<file path="src/rtl/sram_arb_ctrl_pkg.sv">
// Shared types for the two-requester SRAM6116 access controller: FSM states and strobe levels.
package sram_arb_ctrl_pkg;

   localparam logic STB_ON  = 1'b0;
   localparam logic STB_OFF = 1'b1;

   typedef enum logic [2:0] {
      IDLE,
      W_SETUP,
      W_STROBE,
      W_RECOVER,
      R_ARM,
      R_ACCESS,
      R_DONE,
      CLEAR
   } state_e;

   typedef struct packed {
      logic cs_b;
      logic we_b;
      logic oe_b;
   } strobe_t;

   // Strobe levels the SRAM sees while the FSM sits in a given state
   function automatic strobe_t strobe_of(input state_e s);
      strobe_t st;
      st = '{cs_b: STB_OFF, we_b: STB_OFF, oe_b: STB_OFF};
      case (s)
         W_SETUP:  st = '{cs_b: STB_ON,  we_b: STB_OFF, oe_b: STB_OFF};
         W_STROBE: st = '{cs_b: STB_ON,  we_b: STB_ON,  oe_b: STB_OFF};
         R_ARM:    st = '{cs_b: STB_OFF, we_b: STB_ON,  oe_b: STB_OFF};
         R_ACCESS: st = '{cs_b: STB_ON,  we_b: STB_ON,  oe_b: STB_ON};
         R_DONE:   st = '{cs_b: STB_OFF, we_b: STB_ON,  oe_b: STB_OFF};
         default:  st = '{cs_b: STB_OFF, we_b: STB_OFF, oe_b: STB_OFF};
      endcase
      return st;
   endfunction

endpackage

</file>
<file path="src/rtl/sram_arb_ctrl_rr_arb2.sv">
// Two-way round-robin arbiter; rr_last remembers the most recent winner (1 = B).
module rr_arb2 (
   input  logic       clk,
   input  logic       rst_b,
   input  logic [1:0] req,
   input  logic       advance,
   output logic [1:0] gnt_c
);

   logic rr_last;

   always_comb begin
      gnt_c = 2'b00;
      case (req)
         2'b01:   gnt_c = 2'b01;
         2'b10:   gnt_c = 2'b10;
         2'b11:   gnt_c = rr_last ? 2'b01 : 2'b10;
         default: gnt_c = 2'b00;
      endcase
   end

   // Reset to B so A wins the first tie
   always_ff @(posedge clk or negedge rst_b) begin
      if (!rst_b) begin
         rr_last <= 1'b1;
      end else if (advance && (gnt_c != 2'b00)) begin
         rr_last <= gnt_c[1];
      end
   end

endmodule

</file>
<file path="src/rtl/sram_arb_ctrl.sv">
// Round-robin access controller for a 16x4 async SRAM with registered strobe sequencing.
// Optional SRAM_CLEAR_EN: zero the whole array after every reset before serving requests.
module sram_arb_ctrl
   import sram_arb_ctrl_pkg::*;
#(
   parameter int unsigned ADDR_W   = 4,
   parameter int unsigned DATA_W   = 4,
   parameter int unsigned WR_PULSE = 2,
   parameter int unsigned RD_WAIT  = 2
) (
   input  logic              clk,
   input  logic              rst_b,
   input  logic              a_req,
   input  logic              a_we,
   input  logic [ADDR_W-1:0] a_addr,
   input  logic [DATA_W-1:0] a_wdata,
   output logic              a_gnt,
   output logic              a_rvalid,
   input  logic              b_req,
   input  logic              b_we,
   input  logic [ADDR_W-1:0] b_addr,
   input  logic [DATA_W-1:0] b_wdata,
   output logic              b_gnt,
   output logic              b_rvalid,
   output logic [DATA_W-1:0] rdata,
   output logic              busy,
   output logic              sram_cs_b,
   output logic              sram_we_b,
   output logic              sram_oe_b,
   output logic [ADDR_W-1:0] sram_addr,
   output logic [DATA_W-1:0] sram_din,
   input  logic [DATA_W-1:0] sram_dout
);

   localparam int unsigned MAX_PH = (WR_PULSE > RD_WAIT) ? WR_PULSE : RD_WAIT;
   localparam int unsigned CNT_W  = (MAX_PH > 1) ? $clog2(MAX_PH) : 1;
   localparam logic [CNT_W-1:0] WR_LAST = CNT_W'(WR_PULSE - 1);
   localparam logic [CNT_W-1:0] RD_LAST = CNT_W'(RD_WAIT - 1);

`ifdef SRAM_CLEAR_EN
   localparam state_e RST_STATE = CLEAR;
`else
   localparam state_e RST_STATE = IDLE;
`endif

   state_e            state, state_nxt;
   logic [CNT_W-1:0]  ph_cnt, ph_cnt_nxt;
   logic              own_b, own_b_nxt;
   logic [ADDR_W-1:0] addr_nxt;
   logic [DATA_W-1:0] din_nxt;
   logic              a_gnt_nxt, b_gnt_nxt;
   logic              rd_capture;
   logic              sel_we;
   logic              arb_adv;
   logic [1:0]        arb_gnt;

`ifdef SRAM_CLEAR_EN
   logic              clr_active, clr_active_nxt;
   logic [ADDR_W-1:0] clr_addr, clr_addr_nxt;
`endif

   assign arb_adv = (state == IDLE);

   rr_arb2 u_arb (
      .clk     (clk),
      .rst_b   (rst_b),
      .req     ({b_req, a_req}),
      .advance (arb_adv),
      .gnt_c   (arb_gnt)
   );

   always_ff @(posedge clk or negedge rst_b) begin
      if (!rst_b) begin
         state  <= RST_STATE;
         ph_cnt <= '0;
         own_b  <= 1'b0;
      end else begin
         state  <= state_nxt;
         ph_cnt <= ph_cnt_nxt;
         own_b  <= own_b_nxt;
      end
   end

   // Next state, capture values and pulse requests
   always_comb begin
      state_nxt  = state;
      ph_cnt_nxt = ph_cnt;
      own_b_nxt  = own_b;
      addr_nxt   = sram_addr;
      din_nxt    = sram_din;
      a_gnt_nxt  = 1'b0;
      b_gnt_nxt  = 1'b0;
      rd_capture = 1'b0;
      sel_we     = 1'b0;
`ifdef SRAM_CLEAR_EN
      clr_active_nxt = clr_active;
      clr_addr_nxt   = clr_addr;
`endif
      case (state)
         IDLE: begin
            if (arb_gnt != 2'b00) begin
               own_b_nxt = arb_gnt[1];
               a_gnt_nxt = arb_gnt[0];
               b_gnt_nxt = arb_gnt[1];
               addr_nxt  = arb_gnt[1] ? b_addr : a_addr;
               sel_we    = arb_gnt[1] ? b_we : a_we;
               if (sel_we) begin
                  din_nxt   = arb_gnt[1] ? b_wdata : a_wdata;
                  state_nxt = W_SETUP;
               end else begin
                  state_nxt = R_ARM;
               end
            end
         end
         W_SETUP: begin
            ph_cnt_nxt = '0;
            state_nxt  = W_STROBE;
         end
         W_STROBE: begin
            if (ph_cnt == WR_LAST) state_nxt = W_RECOVER;
            else                   ph_cnt_nxt = ph_cnt + CNT_W'(1);
         end
         W_RECOVER: begin
            state_nxt = IDLE;
`ifdef SRAM_CLEAR_EN
            if (clr_active) begin
               state_nxt = CLEAR;
               if (clr_addr == '1) clr_active_nxt = 1'b0;
               else                clr_addr_nxt   = clr_addr + ADDR_W'(1);
            end
`endif
         end
         R_ARM: begin
            ph_cnt_nxt = '0;
            state_nxt  = R_ACCESS;
         end
         R_ACCESS: begin
            if (ph_cnt == RD_LAST) begin
               rd_capture = 1'b1;
               state_nxt  = R_DONE;
            end else begin
               ph_cnt_nxt = ph_cnt + CNT_W'(1);
            end
         end
         R_DONE: state_nxt = IDLE;
         CLEAR: begin
            state_nxt = IDLE;
`ifdef SRAM_CLEAR_EN
            if (clr_active) begin
               addr_nxt  = clr_addr;
               din_nxt   = '0;
               state_nxt = W_SETUP;
            end
`endif
         end
         default: state_nxt = IDLE;
      endcase
   end

   // SRAM-facing and requester-facing outputs, all straight from flops
   always_ff @(posedge clk or negedge rst_b) begin
      if (!rst_b) begin
         {sram_cs_b, sram_we_b, sram_oe_b} <= {STB_OFF, STB_OFF, STB_OFF};
         sram_addr <= '0;
         sram_din  <= '0;
         rdata     <= '0;
         a_gnt     <= 1'b0;
         b_gnt     <= 1'b0;
         a_rvalid  <= 1'b0;
         b_rvalid  <= 1'b0;
         busy      <= 1'b0;
      end else begin
         {sram_cs_b, sram_we_b, sram_oe_b} <= strobe_of(state_nxt);
         sram_addr <= addr_nxt;
         sram_din  <= din_nxt;
         if (rd_capture) rdata <= sram_dout;
         a_gnt     <= a_gnt_nxt;
         b_gnt     <= b_gnt_nxt;
         a_rvalid  <= rd_capture && !own_b;
         b_rvalid  <= rd_capture && own_b;
         busy      <= (state_nxt != IDLE);
      end
   end

`ifdef SRAM_CLEAR_EN
   // Clear sweep restarts from address 0 on every reset
   always_ff @(posedge clk or negedge rst_b) begin
      if (!rst_b) begin
         clr_active <= 1'b1;
         clr_addr   <= '0;
      end else begin
         clr_active <= clr_active_nxt;
         clr_addr   <= clr_addr_nxt;
      end
   end
`endif

endmodule

</file>
<file path="config.mk">
export PLATFORM = sky130hd
export DESIGN_NAME = sram_arb_ctrl
export DESIGN_NICKNAME = d
export VERILOG_FILES = /design/src/rtl/sram_arb_ctrl_pkg.sv /design/src/rtl/sram_arb_ctrl_rr_arb2.sv /design/src/rtl/sram_arb_ctrl.sv
export SDC_FILE = /design/constraint.sdc
export NUM_CORES = 1
export LEC_CHECK = 0
export ABC_CLOCK_PERIOD_IN_PS = 3300
export BUFFER_PORTS_ARGS = -buffer_cell sky130_fd_sc_hd__buf_4
export CAP_MARGIN = 40
export CORE_ASPECT_RATIO = 0.75
export CORE_UTILIZATION = 35
export CTS_BUF_LIST = sky130_fd_sc_hd__clkbuf_4
export CTS_CLUSTER_SIZE = 28
export DETAILED_ROUTE_END_ITERATION = 12
export PLACE_DENSITY = 0.68
export REMOVE_ABC_BUFFERS = 1
export SLEW_MARGIN = 25
export SYNTH_ARGS = -nofsm -noshare
export SYNTH_HDL_FRONTEND = slang
export SYNTH_SLANG_ARGS = --single-unit
</file>
<file path="constraint.sdc">
create_clock -name clk -period 3.3 [get_ports clk]
set_clock_uncertainty 0.2 [all_clocks]
set_input_delay 0.66 -clock clk [delete_from_list [all_inputs] [get_ports clk]]
set_output_delay 0.66 -clock clk [all_outputs]
set_load 0.01 [all_outputs]
</file>
==> impl_metrics.toml <==
[worst_setup_path]
cp.arrival_ps = 1990
path_buf_inv = 0
crit_chain = "or3_1 > nor4b_4 > a222oi_1"
cp_slowest_cell = "or3_1"
cp.required_ps = 3300
critical_path_class = "register to register"
critPathTopFamily = "simple AND/OR/NAND/NOR gates"
slowest_delay_ps = 590
crit_path_end_kind = "register"
cp_max_fo = 13
start_kind = "register"

[placement]
place_hpwl_um = 1940
dp_cells = 183
placed_area_um2 = 1590
gp_congestion = 0.845
portBuffers = 45

[global_routing]
grt_max_degree = 27
grt_pass1_wl_um = 4240
overflow = 0
grt_pass1_vias = 877
track_usage_pct = 14.7
antenna_found_initial = 0

[clock_network]
cts.sinks = 26
clk_pin_slew_ps = 140
cts_inserted_buffers = 3
clock_path_buffers = 2
clk_latency_ps = 330
cts_tree = "built"
clock-root-buffer = "clkbuf_4"
post_cts_resize_count = 0
cts_setup_buffers = 0
cts_htree_levels = 1
hold_buffers = 0

[sta]
drv_slew = 0
hold_ws_ps = 11.1
fin_tns_setup_ps = 0
max_freq_mhz = 502
slew_headroom_pct = 64.6
period_minus_slack_ps = 1990
worst_pin_slew_ps = 527
rsz0062_at_grt = "no"
finalHoldViolCount = 0
setup_viol = 0
timing.final.crit_share_pct = 60.4

[cells_and_area]
layout_commonest_cell = "buf_4"
final.fill_count = 305
final_cell_mix = "buf_4, dfrtp_1, inv_1, nand2b_1"
nets = 174
diodes = 0
fin_util_pct = 49.5
regArea_um2 = 656
layout.cells.non_filler = 187
final_area_um2 = 1640
multiInputGateArea_um2 = 502
drive_gt1_share_pct = 43.5
syn_to_final_growth_pct = 33.3

[detailed_routing]
dr.first_iter.drc_count = 55
wirelength_um = 2620
drtAntennaViolNets = 0
drt_pass1_iterations = 4
met3WireLength_um = 164
viasPerCell = 5.36
dr_wl_met2_um = 1270
m1WireLength_um = 1160
wl_per_cell_um = 14.0
top_layer = "met4"
vias = 1003
drc = 0

[run]
drv_cap = 0

[synth]
syn_avg_cell_area_um2 = 11.9
syn_area_um2 = 1230
yosys.area.top_type = "dfrtp_1"
synth_top_area_share_pct = 44.8
yosys_most_used_dff = "dfrtp_1"
ys_seq_area_share_pct = 53.3
synthTopCellsByArea = "dfrtp_1, dfstp_2, mux2_2, inv_1, a221o_1"
synthCells = 103
async_reset_ff_share_pct = 100
ys_warn_count = 0
ys_ff_latch = 26
synthDistinctLibCells = 41
synth-edff-count = 0

[floorplanning]
die_w_um = 70.5
dieHeight_um = 53.3
rows = 18
initial_core_util_pct = 37.2
dieArea_um2 = 3760
num_io_pins = 46
core_um2 = 3310

[pwr]
ir_worst_vdd_uv = 280
power_leakage_nw = 0.793
powerDensity_nw_per_um2 = 882

[status]
status = "complete, no violations"

[min_path]
hold_class = "input port to async pin"
==> flip-flops by register name, summed over array words and instances, names as in the netlist <==
register	count
b_rvalid	1
b_gnt	1
rdata	4
a_gnt	1
sram_we_b	1
u_arb.rr_last	1
sram_oe_b	1
sram_din	4
state	3
busy	1
own_b	1
ph_cnt	1
sram_addr	4
sram_cs_b	1
a_rvalid	1
==> path summary, 6_finish.rpt <==
path / end / slack, ps / cells after the start / start
setup reg to reg: sram_din[0]$_DFFE_PN0P_ / 1310 / 3 / state[1]$_DFF_PN0_
hold reg to reg: a_rvalid$_DFF_PN0_ / 260 / 1 / own_b$_DFFE_PN0P_
min in group clk: a_rvalid$_DFF_PN0_ / 260 / 1 / own_b$_DFFE_PN0P_
max in group asynchronous: sram_oe_b$_DFF_PN1_ / 2600 / 1 / rst_b
setup / recovery: sram_din[0]$_DFFE_PN0P_ / 1310 / 3 / state[1]$_DFF_PN0_
hold / removal: sram_addr[2]$_DFFE_PN0P_ / 10 / 1 / rst_b
==> cells in the mapped netlist (2+ instances only) <==
library cell,instances
o21ai_0,2
nand2b_1,6
a222oi_1,4
inv_1,11
mux2_2,4
nor3_4,2
a221o_1,4
nand3_1,2
dfstp_2,4
nand2_1,3
a21o_1,2
o32ai_1,4
dfrtp_1,22
and3_1,4
nor2_1,3
==> final cells by class <==
cell class	instances	share of cell area [%]
clock buffers	3	1.37
clock inverters	1	1.83
inverters	11	2.52
multi-input cells	61	30.6
flip-flops and latches	26	40.0
well taps	40	3.05
repair buffers	45	20.6
==> per-stage QoR <==
stage / total power [W] / setup WS, ps
after floorplan: 0.000959 / 1480
after global placement: 0.00122 / 1220
after detailed placement: 0.00124 / 1110
after CTS: 0.00146 / 1300
after global routing: 0.00155 / 1210
final: 0.00145 / 1310
==> layer usage <==
layer  up-vias  GRT usage, %
met5         -             0
met4         0          6.00
met3         2          2.48
met2        35          23.5
met1       498          20.1
li1        468             -
==> cells by family after synthesis <==
logic type / synth area share [%]
buffers and inverters: 5.90
AOI/OAI and AO/OA: 20.5
muxes: 4.48
and+or+nand+nor: 15.1
DFF: 53.3
xor gates and xnor gates: 0.712
==> worst reg2reg max path: cells and delay by family (launching register included) <==
family	cells	cell delay [ps]
flip-flops	1	540
AO/OA/AOI/OAI	1	180
AND/OR/NAND/NOR	2	950
==> power by group <==
part	switching (W)	internal, W	total (W)
clock network	0.0000950	0.000123	0.000218
logic	0.000286	0.000335	0.000621
registers	0.000129	0.000478	0.000607
Power figures use the tool's default switching activity.
